$ cat config.mk
export PLATFORM = sky130hd
export DESIGN_NAME = core_seq
export DESIGN_NICKNAME = d
export VERILOG_FILES = /design/src/rtl/core_seq.sv
export SDC_FILE = /design/constraint.sdc
export NUM_CORES = 1
export LEC_CHECK = 0
export ABC_AREA = 1
export BUFFER_PORTS_ARGS = -buffer_cell sky130_fd_sc_hd__clkbuf_2
export CORE_MARGIN = 5
export CORE_UTILIZATION = 45
export CTS_CLUSTER_SIZE = 25
export DETAILED_ROUTE_END_ITERATION = 12
export GPL_TIMING_DRIVEN = 1
export PLACE_DENSITY_LB_ADDON = 0.15
export SYNTH_ARGS = -nofsm -noshare
export SYNTH_HDL_FRONTEND = slang
export SYNTH_SLANG_ARGS = --single-unit
$ cat constraint.sdc
create_clock -name clk -period 3.2 [get_ports clk]
set_clock_uncertainty 0.1 [all_clocks]
set_input_delay 0.8 -clock clk [delete_from_list [all_inputs] [get_ports clk]]
set_output_delay 0.8 -clock clk [all_outputs]
set_load 0.005 [all_outputs]
$ cat src/rtl/core_seq.sv
// ---------------------------------------------------------------------------
// core_seq
//
// Multi-cycle sequencer for the RV64 core datapath. Each instruction walks
// FETCH -> WAIT -> EXEC -> WB. The block issues a fetch request for the
// current pc and latches the returned instruction for idu/exu. It pulses the
// GPR and PC write enables in WB. It stops the core on ebreak, on a fetch
// error or on a fetch timeout.
//
// Ports:
//   clk            core clock, all state on the rising edge
//   rst            asynchronous, active-high reset
//   ifu_req_valid  fetch request for the current pc (FETCH only)
//   ifu_req_ready  memory accepts the request
//   ifu_rsp_valid  fetch response present (only looked at in WAIT)
//   ifu_rsp_inst   fetched instruction
//   ifu_rsp_err    fetch fault, qualified by ifu_rsp_valid
//   exu_wen        exu says the current instruction writes rd
//   inst           latched instruction driven to idu/exu
//   gpr_wen        RegisterFile write enable, single-cycle pulse in WB
//   pc_wen         pc advance enable, single-cycle pulse in WB
//   halted         core stopped
//   halt_code      0 none, 1 ebreak, 2 fetch error, 3 fetch timeout
//   retired        instructions retired since reset, saturating
// ---------------------------------------------------------------------------
module core_seq #(
    parameter int FETCH_TIMEOUT = 255,
    parameter int TO_W          = 8,
    parameter int CNT_W         = 32
) (
    input  logic             clk,
    input  logic             rst,
    output logic             ifu_req_valid,
    input  logic             ifu_req_ready,
    input  logic             ifu_rsp_valid,
    input  logic [31:0]      ifu_rsp_inst,
    input  logic             ifu_rsp_err,
    input  logic             exu_wen,
    output logic [31:0]      inst,
    output logic             gpr_wen,
    output logic             pc_wen,
    output logic             halted,
    output logic [1:0]       halt_code,
    output logic [CNT_W-1:0] retired
);

    localparam logic [2:0] S_FETCH = 3'd0;
    localparam logic [2:0] S_WAIT  = 3'd1;
    localparam logic [2:0] S_EXEC  = 3'd2;
    localparam logic [2:0] S_WB    = 3'd3;
    localparam logic [2:0] S_HALT  = 3'd4;

    localparam logic [31:0] INST_NOP    = 32'h0000_0013;
    localparam logic [31:0] INST_EBREAK = 32'h0010_0073;

    localparam logic [1:0] CODE_NONE    = 2'd0;
    localparam logic [1:0] CODE_EBREAK  = 2'd1;
    localparam logic [1:0] CODE_FETCH   = 2'd2;
    localparam logic [1:0] CODE_TIMEOUT = 2'd3;

    // The counter reads 0 in the first WAIT cycle, so reaching this value
    // means FETCH_TIMEOUT WAIT cycles have elapsed without a response.
    localparam logic [TO_W-1:0]  TO_LAST = TO_W'(FETCH_TIMEOUT - 1);
    localparam logic [CNT_W-1:0] CNT_MAX = '1;

    logic [2:0]      state;
    logic [TO_W-1:0] to_cnt;

    // Sequencer state, instruction latch, halt cause and retire counter.
    // A response is only accepted in WAIT. This keeps at most one request
    // outstanding and drops any stale response that arrives in FETCH.
    always_ff @(posedge clk or posedge rst) begin
        if (rst) begin
            state     <= S_FETCH;
            inst      <= INST_NOP;
            halt_code <= CODE_NONE;
            retired   <= '0;
            to_cnt    <= '0;
        end else begin
            case (state)
                S_FETCH: begin
                    if (ifu_req_ready) begin
                        state  <= S_WAIT;
                        to_cnt <= '0;
                    end
                end
                S_WAIT: begin
                    // A response beats a timeout that lands in the same cycle.
                    if (ifu_rsp_valid) begin
                        if (ifu_rsp_err) begin
                            state     <= S_HALT;
                            halt_code <= CODE_FETCH;
                        end else begin
                            inst  <= ifu_rsp_inst;
                            state <= S_EXEC;
                        end
                    end else if (to_cnt == TO_LAST) begin
                        state     <= S_HALT;
                        halt_code <= CODE_TIMEOUT;
                    end else begin
                        to_cnt <= to_cnt + TO_W'(1);
                    end
                end
                S_EXEC: begin
                    // ebreak counts as retired but never writes GPR or PC.
                    if (inst == INST_EBREAK) begin
                        state     <= S_HALT;
                        halt_code <= CODE_EBREAK;
                        if (retired != CNT_MAX) begin
                            retired <= retired + CNT_W'(1);
                        end
                    end else begin
                        state <= S_WB;
                    end
                end
                S_WB: begin
                    state <= S_FETCH;
                    if (retired != CNT_MAX) begin
                        retired <= retired + CNT_W'(1);
                    end
                end
                S_HALT: begin
                    state <= S_HALT;
                end
                default: begin
                    state <= S_FETCH;
                end
            endcase
        end
    end

    // Outputs decode straight from state. Because reset forces state to
    // FETCH asynchronously, the write enables drop as soon as rst rises.
    assign ifu_req_valid = (state == S_FETCH);
    assign pc_wen        = (state == S_WB);
    assign gpr_wen       = (state == S_WB) && exu_wen;
    assign halted        = (state == S_HALT);

endmodule

After elaboration in Yosys (flattened, before gate mapping)
Index checks and enable logic that the tools add are counted.
{ "word_totals": {"reg_bits": 77, "in_bits": 38, "out_inout_bits": 70, "elab_cells": 49} }
{ "op_classes": {"add_sub_neg": 2, "eq_ne": 13, "muxes": 18, "n_bitwise": 1, "n_reduce_logical": 10} }
{ "ops": {"columns": ["cell", "n"], "rows": [
  ["2-to-1 mux 32 bit", 2],
  ["one-hot mux 32 bit (2 select lines)", 1],
  ["adder 32 x 1 -> 32 bit (second input constant)", 1],
  ["equality test 32 x 21 -> 1 bit (second input constant)", 1],
  ["inequality test 32 bit (second input constant)", 1],
  ["2-to-1 mux 8 bit", 3],
  ["one-hot mux 8 bit (2 select lines)", 1],
  ["2-to-1 mux 3 bit", 5],
  ["one-hot mux 3 bit (4 select lines)", 1],
  ["adder 8 x 1 -> 8 bit (second input constant)", 1],
  ["equality test 8 bit (second input constant)", 1],
  ["2-to-1 mux 2 bit", 4],
  ["AND reduction 4 bit", 2],
  ["equality test 3 x 2 -> 1 bit (second input constant)", 2],
  ["inequality test 2 bit (second input constant)", 3],
  ["inequality test 3 bit (second input constant)", 2],
  ["nonzero test 2 bit", 3],
  ["one-hot mux 2 bit (2 select lines)", 1],
  ["AND reduction 2 bit", 2],
  ["equality test 3 x 1 -> 1 bit (second input constant)", 1],
  ["equality test 3 bit (second input constant)", 1],
  ["logical NOT 3 bit", 1],
  ["AND reduction 3 bit", 1],
  ["inequality test 2 x 1 -> 1 bit (second input constant)", 1],
  ["other kinds (2)", 2]
]} }

Depth between registers and ports, before layout
{ "depth": {"depth_word": 4, "mapped_depth": 11, "depth_no_buf": 10} }

Worst setup path before layout
No wires, ideal clock.
{ "synth_path": {"path_kind": "input-to-output", "start": "input port exu_wen", "end": "output port gpr_wen", "t_arrival_ps": 930, "required_time_ps": 2300, "slack_ps": 1370, "stages": 2, "path_cell_list": "inv_1 -> nor2_1"} }
{ "synth_via": {"elab_chain_len": 1} }
{ "synth_rtl": {"columns": ["element", "line", "text"], "rows": [
  ["start, declared", "38", "input logic exu_wen,"],
  ["logical AND 1 bit", "136", "assign gpr_wen = (state == S_WB) && exu_wen;"],
  ["end, declared", "40", "output logic gpr_wen,"]
]} }
No other way between the ends.

Worst setup path after layout
{ "layout_path": {"start": "register retired[0]", "end": "register retired[13]"} }
{ "layout_via": {"elab_chain_len": 4} }
{ "layout_rtl": {"columns": ["element", "line", "text"], "rows": [
  ["start, declared", "44", "output logic [CNT_W-1:0] retired"],
  ["start signal, assigned", "110", "retired <= retired + CNT_W'(1);"],
  ["start signal, assigned", "119", "retired <= retired + CNT_W'(1);"],
  ["adder 32 x 1 -> 32 bit or inequality test 32 bit (tied branches)", null, null],
  ["2-to-1 mux 32 bit (*)", "109, 118", null],
  ["2-to-1 mux 32 bit", "106", "if (inst == INST_EBREAK) begin"],
  ["one-hot mux 32 bit (2 select lines) (*)", "80", "case (state)"]
]} }
Every way passes the cells marked *; elsewhere a longest branch is shown, timed or not. The select of a mux whose other input is x is not followed.
A chain may end at the register's enable or synchronous reset.

==> reports/qor.txt <==
status -> finished, final reports clean
commonest cells after routing, fill and taps aside -> nand2_1, clkbuf_2, dfrtp_1
sum of negative setup slack -> 0 ns
Max stage delay cell, worst path -> dfrtp_1
Final Max Tran Viols -> 0
P_leak -> 2.72 nW
fillers -> 943
Seq/Total Area, Yosys -> 45.2%
Slew HR -> 46.5%
routed vias -> 4093
final-report hold violation count -> 0
post-route minimum period -> 2.39 ns
RSZ-0062 raised after global routing -> no
gr usage total -> 20.1%
TritonCTS Sinks -> 77
mapped cell area -> 4270 sq um
clk root buf -> clkbuf_8
post-cts sizing count -> 0
H-tree depth -> 3
DR iter-0 viols -> 136
Die Width -> 107 microns
multi-input logic area -> 2070 sq um
Clk Latency, worst-skew pair -> 0.35 ns
hold buffer count at cts -> 0
final core utilization -> 55.8%
Hold Path Class -> reg -> reg
WHS Path Cells -> 2
# diodes -> 0
syn_nets -> 648
Via density -> 4.82
clk slew on worst S/H paths -> 0.09 ns
initial antenna violation count -> 0
warning count from the yosys run -> 0
synthesis-stage register bit count -> 77
crit path to -> retired[13]$_DFFE_PP0P_
Mapped Cells -> 607
Die Y -> 107 microns
worst hold-check slack -> 0.378 ns
worst flop-to-flop path startpoint -> retired[0]$_DFFE_PP0P_
Rows -> 35
# port buffers -> 107
core area -> 9240 sq um
CTS Buf Count -> 9
vias in the first global route -> 4082
DR pass1 iterations -> 4
VDD IR-drop max -> 0.374 mV
Final setup viols -> 0
commonest non-fill, non-tap cell in the layout -> nand2_1
Post-Layout Cell Count -> 850
CP Launch Type -> flip-flop
RePlAce Congestion -> 0.913
Final period util -> 74.7%
grt total ovfl -> 0
f_max -> 418 MHz
WP data arrival -> 2.58 ns
Clock Path Buffers -> 2
crit path from -> retired[0]$_DFFE_PP0P_
CTS tree -> done
number of synthesized flops with an enable pin -> 0
Worst Max-Slew Pin Slew -> 0.802 ns
Mapped Avg Cell Area -> 7.04 sq um
initial core utilization -> 46.2%
R2R Path End -> retired[13]$_DFFE_PP0P_
# IOs -> 108
HPWL after DPL -> 8390 microns
Die ar. -> 11500 sq um
Worst Setup Path Type -> reg -> reg
CP cell instances -> ha_1 > inv_1 > nor2_4 > nand2_2 > nor3_2 > nand2_2 > nand2_4 > nand2_1 > nand2_1
total setup buffers inserted after CTS -> 0
ys async rst share -> 100%
Register-to-Register Setup Slack -> 0.81 ns
crit end category -> flip-flop
first-pass GRT wire length -> 18700 microns
DRT Wirelength -> 10900 microns
fraction of layout cells with a size suffix above 1 -> 20.5%
largest net degree at the start of global routing -> 38
Max Cap Viol -> 0
dominant synthesized flop cell -> dfrtp_1
nets@finish -> 757
Reg area -> 1930 sq um
slowest stage delay, CP -> 0.50 ns
CP max FO -> 31
Post-DRT Antenna Nets -> 0
worst endpoint required time -> 3.39 ns
worst r2r path cells -> 9
Post-route DRC -> 0
Area Overhead vs Synth -> 20.6%
wire per inst -> 12.8 microns
placed cell count -> 834
PD cells -> 625 nW/um^2
Unique masters post-synth -> 28
-- worst min path at each step --
stage	from	end	slack (ns)
final	inst[4]$_DFFE_PP1P_	inst[4]$_DFFE_PP1P_	0.38
after global routing	inst[0]$_DFFE_PP1P_	inst[0]$_DFFE_PP1P_	0.40
after CTS	inst[1]$_DFFE_PP1P_	inst[1]$_DFFE_PP1P_	0.38
after detailed placement	inst[1]$_DFFE_PP1P_	inst[1]$_DFFE_PP1P_	0.37
after global placement	inst[4]$_DFFE_PP1P_	inst[4]$_DFFE_PP1P_	0.36
after floorplan	inst[1]$_DFFE_PP1P_	inst[1]$_DFFE_PP1P_	0.36
-- metrics by stage --
stage	total power, W	worst slack [ns]	instance area, sq um
finish	0.00322	0.808	5150
global route	0.00347	0.604	5150
CTS	0.00325	0.785	5150
detailed placement	0.00248	0.824	4950
global placement	0.00244	0.972	4950
floorplan	0.00203	0.338	4270
-- sequential cells by signal, summed over array words and instances (netlist names) --
register	count
inst	32
state	3
to_cnt	8
halt_code	2
retired	32
-- cells by family after synthesis --
kind of cell	Yosys count	share of synthesized area, %
AO/OA/AOI/OAI	27	3.22
adder cells (fa/ha/maj)	3	0.879
XOR/XNOR	18	3.69
buffers and inverters	65	6.50
flip-flops	77	45.2
AND/OR/NAND/NOR	417	40.5
-- per-layer routing --
layer | vias up | routed length (microns) | track usage (%)
met4 | 0 | 274 | 8.03
met3 | 22 | 703 | 4.56
li1 | 2097 | - | -
met5 | - | 0 | 0
met1 | 1861 | 4810 | 25.1
met2 | 113 | 5090 | 33.5
-- where the power goes --
group	switching (W)	internal (W)	leakage, nW
clock	0.000394	0.000388	0.103
sequential	0.000189	0.00124	1.01
combinational	0.000610	0.000400	1.62
total	0.00119	0.00203	2.72
-- final cells by class --
type | count | area share [%]
Inverter | 49 | 3.57
Multi-Input combinational cell | 465 | 40.2
Clock inverter | 6 | 1.34
Timing Repair Buffer | 114 | 11.7
Tap cell | 129 | 3.13
Sequential cell | 77 | 37.5
Clock buffer | 10 | 2.67
-- worst max-delay path: cells and delay by family, from the launching register on --
family	cells	cell delay [ns]
simple gates	7	1.34
flops	1	0.50
fa+ha+maj	1	0.27
buf+inv	1	0.10
-- cell usage after synthesis, types with 3 or more instances --
library cell  instances  area (sq um)
buf_2                 9          45.0
buf_6                 3          33.8
dfrtp_1              74          1850
dfstp_2               3          78.8
ha_1                  3          37.5
inv_1                44           165
inv_2                 5          18.8
nand2_1             271          1020
nand2_2               4          25.0
nand3_1              43           215
nand3b_1             14           105
nor2_1               71           267
nor3_1                5          25.0
nor3_2                3          30.0
o21ai_0               3          15.0
o21ai_1              20           100
xnor2_1               5          43.8
xor2_1               13           114
(Power assumes the default switching activity.)
